File: src/rtl/graphic_pkg.sv
`default_nettype none
// ============================================================================
//  Module      : graphic_pkg
//  Description : Shared widths, screen geometry, z-buffer FSM state codes and
//                lane slice helpers for the z-buffer write-back block.
//  Revision    : 1.0 - initial release
// ============================================================================
package graphic_pkg;

    // Per-pixel field widths and SRAM word geometry
    localparam int DEPTH_W      = 21;
    localparam int COLOR_W      = 24;
    localparam int LANES        = 16;
    localparam int LANE_W       = 4;

    // Screen geometry (1024 x 1024)
    localparam int SCR_W_LOG2   = 10;
    localparam int SCR_H_LOG2   = 10;
    localparam int ADDR_W       = SCR_H_LOG2 + SCR_W_LOG2 - LANE_W;

    // Full-line widths
    localparam int LINE_DEPTH_W = DEPTH_W * LANES;
    localparam int LINE_COLOR_W = COLOR_W * LANES;

    // Write-back FSM state encoding
    localparam int STATE_W = 3;
    localparam logic [STATE_W-1:0] ST_IDLE  = 3'd0;
    localparam logic [STATE_W-1:0] ST_WB    = 3'd1;
    localparam logic [STATE_W-1:0] ST_RD    = 3'd2;
    localparam logic [STATE_W-1:0] ST_RWAIT = 3'd3;
    localparam logic [STATE_W-1:0] ST_MERGE = 3'd4;
    localparam logic [STATE_W-1:0] ST_FLUSH = 3'd5;
    localparam logic [STATE_W-1:0] ST_DONE  = 3'd6;

    // Depth of one lane out of a packed depth line
    function automatic logic [DEPTH_W-1:0] lane_depth(
        input logic [LINE_DEPTH_W-1:0] line,
        input logic [LANE_W-1:0]       lane
    );
        return line[lane*DEPTH_W +: DEPTH_W];
    endfunction

    // Colour of one lane out of a packed colour line
    function automatic logic [COLOR_W-1:0] lane_color(
        input logic [LINE_COLOR_W-1:0] line,
        input logic [LANE_W-1:0]       lane
    );
        return line[lane*COLOR_W +: COLOR_W];
    endfunction

endpackage
`default_nettype wire

File: src/rtl/zbuffer_writeback_merge.sv
`default_nettype none
// ============================================================================
//  Module      : zbuf_lane_merge
//  Description : Combinational z-test of one fragment against one lane of the
//                line buffer. Strictly nearer depth replaces depth and colour
//                and marks the lane dirty; equal depth keeps the old pixel.
//  Revision    : 1.0 - initial release
// ============================================================================
module zbuf_lane_merge
    import graphic_pkg::*;
(
    input  logic [LINE_DEPTH_W-1:0] i_line_depth,
    input  logic [LINE_COLOR_W-1:0] i_line_color,
    input  logic [LANES-1:0]        i_dirty,
    input  logic [LANE_W-1:0]       i_lane,
    input  logic [DEPTH_W-1:0]      i_depth,
    input  logic [COLOR_W-1:0]      i_color,
    output logic [LINE_DEPTH_W-1:0] o_line_depth,
    output logic [LINE_COLOR_W-1:0] o_line_color,
    output logic [LANES-1:0]        o_dirty,
    output logic                    o_pass
);

    logic w_pass;

    assign w_pass = (i_depth < lane_depth(i_line_depth, i_lane));
    assign o_pass = w_pass;

    // Overwrite only the addressed lane when the fragment is nearer
    always_comb begin
        o_line_depth = i_line_depth;
        o_line_color = i_line_color;
        o_dirty      = i_dirty;
        if (w_pass) begin
            o_line_depth[i_lane*DEPTH_W +: DEPTH_W] = i_depth;
            o_line_color[i_lane*COLOR_W +: COLOR_W] = i_color;
            o_dirty[i_lane]                         = 1'b1;
        end
    end

endmodule
`default_nettype wire

File: src/rtl/zbuffer_writeback.sv
`default_nettype none
// ============================================================================
//  Module      : zbuffer_writeback
//  Description : Z-test and write-back stage. A single write-combining line
//                buffer holds one 16-pixel SRAM word; hits cost one cycle,
//                misses write back dirty lanes then re-read the depth word.
//  Revision    : 1.0 - initial release
// ============================================================================
module zbuffer_writeback
    import graphic_pkg::*;
(
    input  logic                    clk,
    input  logic                    srst,
    input  logic                    frag_valid,
    output logic                    frag_ready,
    input  logic [11:0]             frag_x,
    input  logic [11:0]             frag_y,
    input  logic [DEPTH_W-1:0]      frag_depth,
    input  logic [COLOR_W-1:0]      frag_color,
    input  logic                    flush_req,
    output logic                    flush_done,
    output logic [ADDR_W-1:0]       sram_addr,
    output logic                    sram_rd_en,
    input  logic [LINE_DEPTH_W-1:0] depth_rdata,
    output logic                    sram_we,
    output logic [LANES-1:0]        sram_wmask,
    output logic [LINE_DEPTH_W-1:0] depth_wdata,
    output logic [LINE_COLOR_W-1:0] color_wdata
);

    // FSM and line buffer
    logic [STATE_W-1:0]      r_state;
    logic                    r_valid;
    logic [ADDR_W-1:0]       r_tag;
    logic [LINE_DEPTH_W-1:0] r_line_depth;
    logic [LINE_COLOR_W-1:0] r_line_color;
    logic [LANES-1:0]        r_dirty;
    logic                    r_flush_pend;

    // Fragment parked while a miss is serviced
    logic [ADDR_W-1:0]       r_pend_addr;
    logic [LANE_W-1:0]       r_pend_lane;
    logic [DEPTH_W-1:0]      r_pend_depth;
    logic [COLOR_W-1:0]      r_pend_color;

    logic                    w_in_range;
    logic [ADDR_W-1:0]       w_frag_addr;
    logic                    w_hit;
    logic                    w_flush_now;
    logic                    w_sel_merge;
    logic                    w_write;
    logic                    w_read;
    logic [LANE_W-1:0]       w_m_lane;
    logic [DEPTH_W-1:0]      w_m_depth;
    logic [COLOR_W-1:0]      w_m_color;
    logic [LINE_DEPTH_W-1:0] w_upd_depth;
    logic [LINE_COLOR_W-1:0] w_upd_color;
    logic [LANES-1:0]        w_upd_dirty;
    logic                    w_upd_pass;

    assign w_in_range  = (frag_x[11:SCR_W_LOG2] == '0) && (frag_y[11:SCR_H_LOG2] == '0);
    assign w_frag_addr = {frag_y[SCR_H_LOG2-1:0], frag_x[SCR_W_LOG2-1:LANE_W]};
    assign w_hit       = r_valid && (r_tag == w_frag_addr);
    assign w_flush_now = flush_req || r_flush_pend;

    // A fresh flush request blocks the fragment offered in the same cycle
    assign frag_ready  = !srst && (r_state == ST_IDLE) && !w_flush_now;

    // The merge unit sees the live fragment in IDLE and the parked one in MERGE
    assign w_sel_merge = (r_state == ST_MERGE);
    assign w_m_lane    = w_sel_merge ? r_pend_lane  : frag_x[LANE_W-1:0];
    assign w_m_depth   = w_sel_merge ? r_pend_depth : frag_depth;
    assign w_m_color   = w_sel_merge ? r_pend_color : frag_color;

    zbuf_lane_merge u_merge (
        .i_line_depth (r_line_depth),
        .i_line_color (r_line_color),
        .i_dirty      (r_dirty),
        .i_lane       (w_m_lane),
        .i_depth      (w_m_depth),
        .i_color      (w_m_color),
        .o_line_depth (w_upd_depth),
        .o_line_color (w_upd_color),
        .o_dirty      (w_upd_dirty),
        .o_pass       (w_upd_pass)
    );

    // SRAM strobes decode straight from the state; reset silences them at once
    assign w_write     = !srst && ((r_state == ST_WB) || (r_state == ST_FLUSH));
    assign w_read      = !srst && (r_state == ST_RD);
    assign sram_we     = w_write;
    assign sram_rd_en  = w_read;
    assign flush_done  = !srst && (r_state == ST_DONE);
    assign sram_addr   = w_write ? r_tag : (w_read ? r_pend_addr : '0);
    assign sram_wmask  = w_write ? r_dirty : '0;
    assign depth_wdata = w_write ? r_line_depth : '0;
    assign color_wdata = w_write ? r_line_color : '0;

    // Write-back FSM: hit merge, miss sequence, flush sequence
    always_ff @(posedge clk) begin
        if (srst) begin
            r_state      <= ST_IDLE;
            r_valid      <= 1'b0;
            r_tag        <= '0;
            r_line_depth <= '0;
            r_line_color <= '0;
            r_dirty      <= '0;
            r_flush_pend <= 1'b0;
            r_pend_addr  <= '0;
            r_pend_lane  <= '0;
            r_pend_depth <= '0;
            r_pend_color <= '0;
        end else begin
            if (flush_req) begin
                r_flush_pend <= 1'b1;
            end
            case (r_state)
                ST_IDLE: begin
                    if (w_flush_now) begin
                        r_state <= (|r_dirty) ? ST_FLUSH : ST_DONE;
                    end else if (frag_valid && w_in_range) begin
                        if (w_hit) begin
                            if (w_upd_pass) begin
                                r_line_depth <= w_upd_depth;
                                r_line_color <= w_upd_color;
                                r_dirty      <= w_upd_dirty;
                            end
                        end else begin
                            r_pend_addr  <= w_frag_addr;
                            r_pend_lane  <= frag_x[LANE_W-1:0];
                            r_pend_depth <= frag_depth;
                            r_pend_color <= frag_color;
                            r_state      <= (|r_dirty) ? ST_WB : ST_RD;
                        end
                    end
                end
                ST_WB: begin
                    r_dirty <= '0;
                    r_state <= ST_RD;
                end
                ST_RD: begin
                    r_state <= ST_RWAIT;
                end
                ST_RWAIT: begin
                    r_line_depth <= depth_rdata;
                    r_tag        <= r_pend_addr;
                    r_valid      <= 1'b1;
                    r_dirty      <= '0;
                    r_state      <= ST_MERGE;
                end
                ST_MERGE: begin
                    if (w_upd_pass) begin
                        r_line_depth <= w_upd_depth;
                        r_line_color <= w_upd_color;
                        r_dirty      <= w_upd_dirty;
                    end
                    r_state <= ST_IDLE;
                end
                ST_FLUSH: begin
                    r_dirty <= '0;
                    r_state <= ST_DONE;
                end
                ST_DONE: begin
                    // A request landing on the done cycle starts another flush
                    r_valid      <= 1'b0;
                    r_dirty      <= '0;
                    r_flush_pend <= flush_req;
                    r_state      <= ST_IDLE;
                end
                default: begin
                    r_state <= ST_IDLE;
                end
            endcase
        end
    end

endmodule
`default_nettype wire
File: config.mk
export PLATFORM = sky130hd
export DESIGN_NAME = zbuffer_writeback
export DESIGN_NICKNAME = d
export VERILOG_FILES = /design/src/rtl/graphic_pkg.sv /design/src/rtl/zbuffer_writeback_merge.sv /design/src/rtl/zbuffer_writeback.sv
export SDC_FILE = /design/constraint.sdc
export NUM_CORES = 2
export LEC_CHECK = 0
export CORE_AREA = 4 4 455 457
export DETAILED_ROUTE_END_ITERATION = 8
export DIE_AREA = 0 0 459 461
export GPL_ROUTABILITY_DRIVEN = 0
export SKIP_CTS_REPAIR_TIMING = 1
export SYNTH_ARGS = -nofsm -noshare
export SYNTH_HDL_FRONTEND = slang
export SYNTH_SLANG_ARGS = --single-unit
File: constraint.sdc
create_clock -name clk -period 5.7 [get_ports clk]
set_input_delay 0.57 -clock clk [delete_from_list [all_inputs] [get_ports clk]]
set_output_delay 0.57 -clock clk [all_outputs]
set_load 0.02 [all_outputs]
# Yosys cells after proc, flatten, opt, wreduce, memory -nomap -nowiden
# Cells that the tools add are included.
[op_classes]
magnitude_cmp = 3
addsub = 2
reduce_logical = 28
n_shift = 5
mul = 2
bitwise = 3
div_mod_pow = 0
n_eq_ne = 12
n_mux = 36
[ops]
columns = ["operator", "n"]
rows = [
  ["$mux 384", 5],
  ["$mux 336", 5],
  ["$pmux 336 s3", 1],
  ["$pmux 384 s2", 1],
  ["$bwmux 384", 1],
  ["$shift 24x34->384 const A", 1],
  ["$shiftx 24x34->384", 1],
  ["$bwmux 336", 1],
  ["$shift 21x34->336 const A", 1],
  ["$shiftx 21x34->336", 1],
  ["$shiftx 336x10->21", 1],
  ["$mux 16", 7],
  ["$neg 9->34", 2],
  ["$pmux 16 s3", 1],
  ["$mux 24", 1],
  ["$lt 21x21->1", 1],
  ["$mux 21", 1],
  ["$eq 16x16->1", 1],
  ["$or 16x16->16", 1],
  ["$reduce_and 4->1", 4],
  ["$reduce_or 16->1", 1],
  ["$pmux 3 s5", 1],
  ["$eq 3x3->1 const B", 3],
  ["$logic_and 1x1->1", 9],
  ["other kinds (25)", 39],
]
[totals]
word_cells = 102
mem_bits_rw = 0
input_bits = 409
mem_count = 0
ff_bits = 822
latchBits = 0
output_inout_bits = 756
rom_bits = 0

# Longest topological paths before layout
[depth]
depth_word = 12
mapped_depth = 25

# By module
# From an unflattened synthesis, not the netlist that was laid out.
[unflattened]
cells_unflattened = 5496
hier_area_um2 = 51799.7
[by_module_without_submodules]
columns = ["module", "area_each_um2", "instances", "cells_per_inst"]
rows = [
  ["zbuffer_writeback", 35957.0, 1, 3834],
  ["zbuf_lane_merge", 15842.7, 1, 1662],
]

# Least setup slack after synthesis
# OpenSTA, ideal clock, no wires.
[synth_timing]
path_type = "reg-to-reg"
start = "register r_state[0]"
end = "register r_line_color[281]"
setup_ns = 0.128
slack_ns = -0.578
t_required_ns = 5.572
arrival_time_ns = 6.150
stages_incl_launch_ff = 24
path_cell_list = "dfxtp_1 or3b_1 buf_2 mux2_2 clkbuf_1 clkbuf_1 buf_1 buf_1 clkbuf_1 nand2_1 a31oi_1 o31ai_1 ha_1 and4_1 a2111oi_0 o31ai_1 a221o_1 or2_2 buf_2 buf_1 buf_1 a2111oi_4 mux2i_1 nor2_1"
[synth_between]
elab_chain_len = 11
elab_cells_between_ends = 23
[synth_rtl]
columns = ["item", "line", "rtl"]
rows = [
  ["from (decl)", "zbuffer_writeback.sv:32", "logic [STATE_W-1:0] r_state;"],
  ["from (signal assigned)", "zbuffer_writeback.sv:120", "r_state <= (|r_dirty) ? ST_FLUSH : ST_DONE;"],
  ["from (signal assigned)", "zbuffer_writeback.sv:133", "r_state <= (|r_dirty) ? ST_WB : ST_RD;"],
  ["branches (longest 11 deep; another with $lt 21x21->1)", "n/a", ""],
  ["to (signal assigned)", "zbuffer_writeback.sv:125", "r_line_color <= w_upd_color;"],
  ["to (signal assigned)", "zbuffer_writeback.sv:154", "r_line_color <= w_upd_color;"],
  ["to (decl)", "zbuffer_writeback.sv:36", "logic [LINE_COLOR_W-1:0] r_line_color;"],
]
# Parallel ways; which one is timed is not known. The select of a mux whose other input is x is not followed.
# A chain may end at the register's enable or synchronous reset.

# Worst setup path after layout
[layout_timing]
start = "register r_state[0]"
end = "register r_line_depth[135]"
[layout_between]
elab_chain_len = 11
elab_cells_between_ends = 22
[layout_rtl]
columns = ["item", "line", "rtl"]
rows = [
  ["branches (longest 11 deep; another with $lt 21x21->1)", "n/a", ""],
  ["to (signal assigned)", "zbuffer_writeback.sv:124", "r_line_depth <= w_upd_depth;"],
  ["to (signal assigned)", "zbuffer_writeback.sv:145", "r_line_depth <= depth_rdata;"],
  ["to (signal assigned)", "zbuffer_writeback.sv:153", "r_line_depth <= w_upd_depth;"],
  ["to (decl)", "zbuffer_writeback.sv:35", "logic [LINE_DEPTH_W-1:0] r_line_depth;"],
]
# Parallel ways; which one is timed is not known. The select of a mux whose other input is x is not followed.

==> reports/qor.yml <==
netlist_top_cells_area: "dfxtp_1 (37%), and2_1 (13%), mux2i_1 (7.9%), nand2_1 (5.0%), a221o_1 (4.2%)"
ys_seq_elements: 822
layout.nets: 7139
p_leak_uw: 0.0242
holdWs_ns: 0.338
synth-edff-count: 0
vias: 52600
synthesis.nets: 5911
clock_path_buffers: 3
fmaxAchievable_mhz: 176
layout-drive-gt1-share_pct: 10.6
cp_slowest_cell: "or3b_4"
crit_fanout: 21
chipHeight_um: 461
port_buffers: 1164
cp_top_family: "compound AO/OA/AOI/OAI gates"
hpwl_mm: 254
async_reset_ff_share_pct: 0
num_io_pins: 1165
slew_headroom_pct: 7.82
arrival_ns: 6.32
grt_pass1_wl_mm: 418
drt-vias-per-instance: 5.52
clk_latency_ns: 0.77
yosysTopAreaCell: "dfxtp_1"
p_per_area_mw_per_mm2: 275
max-cap-violations: 0
cts_buffers: 97
die-area_mm2: 0.212
cts.clk_slew.worst_paths_ns: 0.07
initial_core_util_pct: 22.1
failed_checks: "DRC"
regArea_mm2: 0.0165
htree_levels: 3
cts_tree: "built"
grt_pass1_vias: 49200
routed_wl_mm: 318
crit_buf_inv: 4
r2r_slack_ns: 0.01
clock-sinks: 822
finalSetupViolCount: 0
synthCells: 5467
die_w_um: 459
syn_area_per_cell_um2: 8.24
ir_drop_uv: 220
multi_input_area_mm2: 0.0267
fin_skew_ns: 0.0378
synth_ff_type: "dfxtp_1"
drt_pass1_iterations: 9
fin_crit_ns: 5.69
fill_cells: 21300
end_kind: "register"
grt_max_degree: 155
tightest_slew_ns: 1.38
synthDominantCellAreaShare_pct: 36.5
max_stage_delay_ns: 0.50
path_cells: "or3b_4 > mux2_4 > inv_4 > buf_4 > buf_4 > nand2_1 > a31oi_1 > o31ai_1 > ha_1 > a22o_1 > nor4_1 > o211ai_1 > a221o_1 > or2_2 > a2111oi_4 > a21oi_1 > buf_12 > a221o_1"
hold_path.class: "primary input to register"
crit_path_start_kind: "register"
overflow: 0
wl_per_cell_um: 33.3
ant_nets: 0
maxSlewViolCount: 0
grtUsageTotal_pct: 28.3
antenna_found_initial: 94
rsz0062_at_grt: "no"
synth_sequential_area_ratio_pct: 36.5
rows: 166
worstSetupPathType: "register to register"
cts_root_buf: "clkbuf_16"
syn-cell-area_mm2: 0.0450
outcome: "finished, violations left"
drtIter0Drc: 8953
worstPathRequired_ns: 6.33
synth_most_common_cell: "and2_1"
areaGrowthSynthToFinish_pct: 47.0
synth_common_cells: "and2_1 (913), dfxtp_1 (822), nand2_1 (603)"
finalHoldViolations: 0
ys_warn_count: 0
core_area_mm2: 0.204
fin_crit_sh_pct: 99.8
final_util_pct: 32.5
yosys.cell_types.count: 88
drc_errors: 62
==> flip-flops by register name (all words and copies together), names as in the netlist <==
register,count
r_line_depth,336
r_dirty,16
r_flush_pend,1
r_line_color,384
r_tag,16
r_pend_lane,4
r_state,3
r_pend_addr,16
r_valid,1
r_pend_color,24
r_pend_depth,21
==> path summary, 6_finish.rpt <==
| path | startpoint | end | cells past startpoint |
|---|---|---|---|
| min reg2reg | r_line_color[128] | r_line_color[128] | 2 |
| max reg2reg | r_state[0] | r_line_depth[135] | 18 |
| min | srst | r_line_depth[258] | 2 |
| max | r_state[0] | r_line_depth[135] | 18 |
==> cells by family after synthesis <==
| logic type | count (synthesis) | share of synthesized area, % |
|---|---|---|
| simple gates | 2500 | 29.4 |
| compound gates | 1175 | 19.5 |
| mux | 364 | 8.13 |
| xor+xnor | 30 | 0.645 |
| buf+inv | 541 | 4.75 |
| flops | 822 | 36.5 |
| fa+ha+maj | 35 | 0.989 |
==> cells in the final DEF (no fill, tap or decap), types with 77 or more instances in the layout <==
cell type	Yosys	routed
clkbuf_16	0	98
a211oi_1	87	86
clkdlybuf4s50_1	0	1163
buf_4	4	387
nor2_1	328	326
dfxtp_1	822	822
a221o_1	190	190
a21oi_1	187	187
o31ai_1	77	77
nand2_1	603	602
nand2b_1	235	235
and2_1	913	913
nor3_1	95	91
a31oi_1	97	91
mux2i_1	356	356
nand3_1	126	125
o21ai_0	180	179
==> metrics by stage <==
stage          setup TNS (ns)  power, µW  setup slack [ns]  std cells  area (µm²)
2_1_floorplan               0       8560            0.0258       5467       45100
3_3_place_gp           -34.79      11300            -0.192       9283       62700
3_5_place_dp           -25.70      11400            -0.193       9283       62700
4_1_cts                     0      17900             0.148       9456       66000
5_1_grt                     0      18500            0.0176       9496       66100
6_report                    0      18200            0.0109       9533       66200
==> per-layer routing <==
layer  track usage [%]  share of wire, %  vias to the layer above
li1                  -                 -                    21900
met2              36.7                37                     4280
met3              16.7                16                      978
met5              5.14              0.57                        -
met4              15.0               6.8                       79
met1              35.5                40                    25400
==> power by group <==
group          internal (µW)  switching (µW)
sequential              5900             317
clock                   3770            2790
combinational           1700            3720
==> worst register-to-register path, stage by stage, from the launching register on <==
cell	delay (ns)
dfxtp_1	0.31
or3b_4	0.50
mux2_4	0.38
inv_4	0.21
buf_4	0.23
buf_4	0.21
nand2_1	0.25
a31oi_1	0.44
o31ai_1	0.18
ha_1	0.24
a22o_1	0.19
nor4_1	0.19
o211ai_1	0.14
a221o_1	0.39
or2_2	0.36
a2111oi_4	0.47
a21oi_1	0.21
buf_12	0.24
a221o_1	0.43
==> final cells by class <==
cell class                      count  area share, %
Clock buffer                      141           4.27
Timing Repair Buffer             1622           24.1
Tap cell                         2688           5.08
Sequential cell                   822           24.9
Inverter                           48          0.280
Multi-Input combinational cell   4104           40.4
Clock inverter                     32          0.686
Antenna cell                       76          0.287
Note: power is estimated with default switching activity, not from simulation.
